## config.mk

```make
export PLATFORM = sky130hd
export DESIGN_NAME = debounce_multi
export DESIGN_NICKNAME = d
export VERILOG_FILES = /design/src/rtl/debounce_multi.sv
export SDC_FILE = /design/constraint.sdc
export NUM_CORES = 1
export LEC_CHECK = 0
export ABC_CLOCK_PERIOD_IN_PS = 2800
export CAP_MARGIN = 25
export CORE_MARGIN = 2
export CORE_UTILIZATION = 55
export DETAILED_ROUTE_END_ITERATION = 10
export GPL_ROUTABILITY_DRIVEN = 0
export GPL_TIMING_DRIVEN = 1
export MAX_ROUTING_LAYER = met4
export PLACE_DENSITY = 0.75
export SKIP_CTS_REPAIR_TIMING = 1
export SYNTH_ARGS = -nofsm -noshare
export SYNTH_HDL_FRONTEND = slang
export SYNTH_SLANG_ARGS = --single-unit
```

## constraint.sdc

```tcl
create_clock -name clk -period 2.8 [get_ports clk]
set_clock_uncertainty 0.15 [all_clocks]
set_input_delay 0.56 -clock clk [delete_from_list [all_inputs] [get_ports clk]]
set_output_delay 0.56 -clock clk [all_outputs]
set_load 0.01 [all_outputs]
```

## src/rtl/debounce_multi.sv

```systemverilog
// N-channel button debouncer: two-flop synchroniser, shared 1 ms prescaler, debounced level,
// press/release edge pulses, long-press detection and optional auto-repeat.
module debounce_multi #(
  parameter int unsigned CLK_FREQ_HZ = 12_000_000,
  parameter int unsigned N_CH        = 4,
  parameter bit          ACTIVE_LOW  = 1'b1,
  parameter int unsigned DEBOUNCE_MS = 10,
  parameter int unsigned LONG_MS     = 500,
  parameter int unsigned REPEAT_MS   = 100
) (
  input  logic            clk,
  input  logic            rst,
  input  logic [N_CH-1:0] button,
  output logic [N_CH-1:0] button_db,
  output logic [N_CH-1:0] button_rising,
  output logic [N_CH-1:0] button_falling,
  output logic [N_CH-1:0] long_press,
  output logic [N_CH-1:0] button_repeat
);

  localparam int unsigned PRE_DIV  = CLK_FREQ_HZ / 1000;
  localparam int unsigned PRE_W    = (PRE_DIV > 1) ? $clog2(PRE_DIV) : 1;
  localparam int unsigned DCNT_W   = $clog2(DEBOUNCE_MS + 1);
  localparam int unsigned HOLD_MAX = (LONG_MS > REPEAT_MS) ? LONG_MS : REPEAT_MS;
  localparam int unsigned HCNT_W   = $clog2(HOLD_MAX + 1);
  localparam int unsigned REP_LAST = (REPEAT_MS > 0) ? REPEAT_MS - 1 : 0;

  typedef enum logic [1:0] {
    WAIT_LONG = 2'd0,
    REPEATING = 2'd1,
    DONE      = 2'd2
  } phase_t;

  logic [N_CH-1:0]   r_sync1;
  logic [N_CH-1:0]   r_sync2;
  logic [N_CH-1:0]   r_db;
  logic [N_CH-1:0]   r_rise;
  logic [N_CH-1:0]   r_fall;
  logic [N_CH-1:0]   r_long;
  logic [N_CH-1:0]   r_rep;
  logic [PRE_W-1:0]  r_pre;
  logic [DCNT_W-1:0] r_dcnt  [N_CH];
  logic [HCNT_W-1:0] r_hcnt  [N_CH];
  phase_t            r_phase [N_CH];

  logic [N_CH-1:0]   w_s;
  logic              w_tick;
  logic [PRE_W-1:0]  w_pre_nxt;
  logic [N_CH-1:0]   w_db_nxt;
  logic [N_CH-1:0]   w_rise_nxt;
  logic [N_CH-1:0]   w_fall_nxt;
  logic [N_CH-1:0]   w_long_nxt;
  logic [N_CH-1:0]   w_rep_nxt;
  logic [DCNT_W-1:0] w_dcnt_nxt  [N_CH];
  logic [HCNT_W-1:0] w_hcnt_nxt  [N_CH];
  phase_t            w_phase_nxt [N_CH];

  // Synchronised level with polarity folded in: 1 = pressed
  assign w_s    = r_sync2 ^ {N_CH{ACTIVE_LOW}};
  assign w_tick = (r_pre == PRE_W'(PRE_DIV - 1));

  always_comb begin
    w_pre_nxt  = w_tick ? '0 : r_pre + PRE_W'(1);
    w_db_nxt   = r_db;
    w_long_nxt = '0;
    w_rep_nxt  = '0;
    for (int i = 0; i < N_CH; i++) begin
      w_dcnt_nxt[i]  = r_dcnt[i];
      w_hcnt_nxt[i]  = r_hcnt[i];
      w_phase_nxt[i] = r_phase[i];
    end

    for (int i = 0; i < N_CH; i++) begin
      // Debounce: any agreement clears the count, disagreement only advances on ticks
      if (w_s[i] == r_db[i]) begin
        w_dcnt_nxt[i] = '0;
      end else if (w_tick) begin
        if (r_dcnt[i] == DCNT_W'(DEBOUNCE_MS - 1)) begin
          w_db_nxt[i]   = w_s[i];
          w_dcnt_nxt[i] = '0;
        end else begin
          w_dcnt_nxt[i] = r_dcnt[i] + DCNT_W'(1);
        end
      end

      // Hold timing keys off the next debounced level so a release wins over a completing tick
      if (!w_db_nxt[i]) begin
        w_hcnt_nxt[i]  = '0;
        w_phase_nxt[i] = WAIT_LONG;
      end else if (r_db[i] && w_tick) begin
        case (r_phase[i])
          WAIT_LONG: begin
            if (r_hcnt[i] == HCNT_W'(LONG_MS - 1)) begin
              w_long_nxt[i]  = 1'b1;
              w_hcnt_nxt[i]  = '0;
              w_phase_nxt[i] = (REPEAT_MS != 0) ? REPEATING : DONE;
            end else begin
              w_hcnt_nxt[i] = r_hcnt[i] + HCNT_W'(1);
            end
          end
          REPEATING: begin
            if (r_hcnt[i] == HCNT_W'(REP_LAST)) begin
              w_rep_nxt[i]  = 1'b1;
              w_hcnt_nxt[i] = '0;
            end else begin
              w_hcnt_nxt[i] = r_hcnt[i] + HCNT_W'(1);
            end
          end
          default: begin
          end
        endcase
      end
    end

    w_rise_nxt = w_db_nxt & ~r_db;
    w_fall_nxt = ~w_db_nxt & r_db;
  end

  always_ff @(posedge clk) begin
    if (rst) begin
      r_sync1 <= {N_CH{ACTIVE_LOW}};
      r_sync2 <= {N_CH{ACTIVE_LOW}};
      r_db    <= '0;
      r_rise  <= '0;
      r_fall  <= '0;
      r_long  <= '0;
      r_rep   <= '0;
      r_pre   <= '0;
      for (int i = 0; i < N_CH; i++) begin
        r_dcnt[i]  <= '0;
        r_hcnt[i]  <= '0;
        r_phase[i] <= WAIT_LONG;
      end
    end else begin
      r_sync1 <= button;
      r_sync2 <= r_sync1;
      r_db    <= w_db_nxt;
      r_rise  <= w_rise_nxt;
      r_fall  <= w_fall_nxt;
      r_long  <= w_long_nxt;
      r_rep   <= w_rep_nxt;
      r_pre   <= w_pre_nxt;
      for (int i = 0; i < N_CH; i++) begin
        r_dcnt[i]  <= w_dcnt_nxt[i];
        r_hcnt[i]  <= w_hcnt_nxt[i];
        r_phase[i] <= w_phase_nxt[i];
      end
    end
  end

  assign button_db      = r_db;
  assign button_rising  = r_rise;
  assign button_falling = r_fall;
  assign long_press     = r_long;
  assign button_repeat  = r_rep;

endmodule

```

==> out/metrics.yaml, run 1 <==
route:
  avgViaCountPerCell: 5.68
  initialDrtViolationCount: 185
  drtPass1Iterations: 5
  drt_wl_total_um: 8840
  drc: 0
  wl_per_cell_um: 13.6
  postRouteAntennaNets: 0
  dr_total_vias: 3692
logic_synthesis:
  avgSynthCellArea_um2: 8.45
  syn_area_mm2: 0.00438
  syn_inst: 519
  synth_edf_count: 0
  yosysTopAreaCell: "dfxtp_1"
  synth_top_area_share_pct: 44.7
  synth.area.top_cells: "dfxtp_1, nand2_1, nor2_1, nand3_1, xnor2_1"
  ys_ff_latch: 98
  async_reset_ff_share_pct: 0
  ys_types: 54
  syn_nets: 530
  yosysWarnings: 0
  synth_flop_cell: "dfxtp_1"
  seq_area_frac_synth_pct: 44.7
die:
  io_pins: 26
  dieArea_mm2: 0.00870
  core_area_mm2: 0.00773
  rows: 32
  floorplan.initialDensity_pct: 56.7
  die_y_um: 93.3
  fp.dieW_um: 93.3
worst_setup_path:
  critPathLaunchType: "flop"
  crit_type: "reg -> reg"
  worstPathRequired_ns: 2.90
  cp.arrival_ns: 2.61
  crit_path_end_kind: "flop"
  critPathMaxFanout: 8
timing:
  hold_viol_final: 0
  fin_setup_tns_ns: 0
  whs_ns: 0.270
  finalSetupViolCount: 0
  finalCriticalPeriod_ns: 2.51
  relSlewSlack_pct: 54.8
  rsz0062_at_grt: "false"
  final_max_slew_viol_count: 0
  clock.fmax_ghz: 0.399
  final.period_utilization_pct: 89.5
  worst_pin_slew_ns: 0.675
outcome:
  outcome: "finished clean"
clock_tree:
  clock-sinks: 98
  tritoncts: "built"
  clkLatencyLatePin_ns: 0.36
  cts_buffer_depth: 2
  root_buffer: "clkbuf_8"
  clk_pin_slew_worst_paths_ns: 0.10
  htree_levels: 3
  cts_buffers: 9
power_and_ir_drop:
  power_density_mw_per_mm2: 480
  p_leak_nw: 1.59
  ir_drop_v: 0.000302
finish:
  stdcell_count: 650
  drive_above_1_share_pct: 8.21
  nNetsFinal: 554
  area_growth_pct: 12.6
  diodes: 0
placement:
  placed_cells: 634
  io_buffers: 25
  dp_hpwl_um: 6260
grt:
  grt-ovfl-total: 0
  antenna_found_initial: 0
  grt_pass1_vias: 3328
  grt_max_degree: 36
  grt_usage_pct: 21.8
  grt_pass1_wl_um: 15000
worst_hold_path:
  hp-class: "reg -> reg"
job:
  maxCapViolCount: 0
==> critical path, cell delays in order (launching register included) <==
cell and delay (ns):
dfxtp_1 0.34, ha_1 0.26, and4_1 0.25, nand4_1 0.29, a2bb2oi_1 0.62, o21bai_1 0.23
inv_1 0.08, and3_1 0.17
==> layout make-up <==
cell class                 instances  area, µm²
clock inverter                     6       72.6
clock buffer                      10        128
multi-input combinational        385       2270
fill                             679       2790
inverter                          17       63.8
sequential                        98       1960
tap                              102        128
timing repair buffer              32        315
==> final timing paths <==
kind	from	endpoint	slack, ns	cells after the start
worst min-delay path	r_sync1[1]$_SDFF_PP1_	r_sync2[1]$_SDFF_PP1_	0.27	1
worst max register to register	r_pre[0]$_SDFF_PP0_	long_press[0]$_SDFF_PP0_	0.29	7
worst max-delay path	r_pre[0]$_SDFF_PP0_	long_press[0]$_SDFF_PP0_	0.29	7
worst min register to register	r_sync1[1]$_SDFF_PP1_	r_sync2[1]$_SDFF_PP1_	0.27	1
==> where the power goes <==
part,leakage (nW),switching (W),internal (W),total [W]
registers,0.792,0.00000645,0.00140,0.00141
logic,0.697,0.0000159,0.0000174,0.0000334
clock network,0.0979,0.000503,0.000425,0.000928
total,1.59,0.000525,0.00184,0.00237
==> metal layers <==
layer / GRT usage, % / up-vias / part of all wire (%)
met1: 27.9 / 1735 / 47
met3: 4.92 / 11 / 4.1
met5: - / - / 0
met2: 34.9 / 64 / 47
met4: 6.37 / 0 / 1.3
li1: - / 1882 / -
==> synth_stat cells, types with 2 or more instances <==
library cell,n
a31oi_1,13
or4b_2,2
nor4bb_1,3
nor4_1,4
buf_4,3
a2bb2oi_1,2
or3_1,6
or2_2,9
inv_1,17
nand2_2,2
ha_1,5
nand2_1,69
o21ai_0,6
a41oi_1,3
nor2_1,60
and3_1,12
nand4_1,18
xnor2_1,21
nor4b_1,3
and2_1,3
nor3_1,22
and4_1,4
a21o_1,2
nand3_1,43
clkbuf_1,13
or4_1,2
o2111ai_1,6
dfxtp_1,98
a21oi_1,21
nor4_4,2
xor2_1,18
o22ai_1,5
==> sequential cells by signal, summed over array words and instances (netlist names) <==
name and cells:
button_rising 4, button_db 4, r_sync1 4, r_pre 14, button_repeat 4, r_dcnt 16
long_press 4, r_hcnt 36, r_phase 4, button_falling 4, r_sync2 4
==> layout by cell type (no fill, tap or decap), drive strengths merged, types with 3 or more instances in the layout <==
master,count
a31oi,13
o21ai,7
a41oi,3
clkbuf,10
xnor2,21
nor4b,4
inv,20
and4,5
o2111ai,6
nor3,23
nand2,71
xor2,18
nand4,19
nor4,6
clkdlybuf4s50,25
and2,3
dfxtp,98
nor2,60
buf,7
or4b,3
or3,6
or2,9
nor4bb,3
o22ai,5
a21oi,22
and3,13
ha,5
nand3,43
==> kinds of logic after synthesis <==
family | share of synthesized area, %
AOI/OAI and AO/OA | 10.3
xor gates and xnor gates | 7.79
adders and majority gates | 1.43
buffers and inverters | 3.54
DFF | 44.7
and+or+nand+nor | 32.2
==> metrics by stage <==
step                      total power [W]  instance area (µm²)  utilization, %  setup WS, ns
after global placement            0.00147                 4740            61.3         0.230
after global routing              0.00245                 4940            63.9        0.0941
after floorplan                   0.00146                 4380               -         0.623
after CTS                         0.00239                 4940            63.9         0.277
after detailed placement          0.00147                 4740            61.3         0.196
final                             0.00237                 4940            63.9         0.294
(Power assumes the default switching activity.)
==> inputs of run 2 (changes only) <==
GPL_TIMING_DRIVEN = default   (was 1)
==> results of run 2 <==
No change in the layout: final DEF, timing and power equal those of run 1.
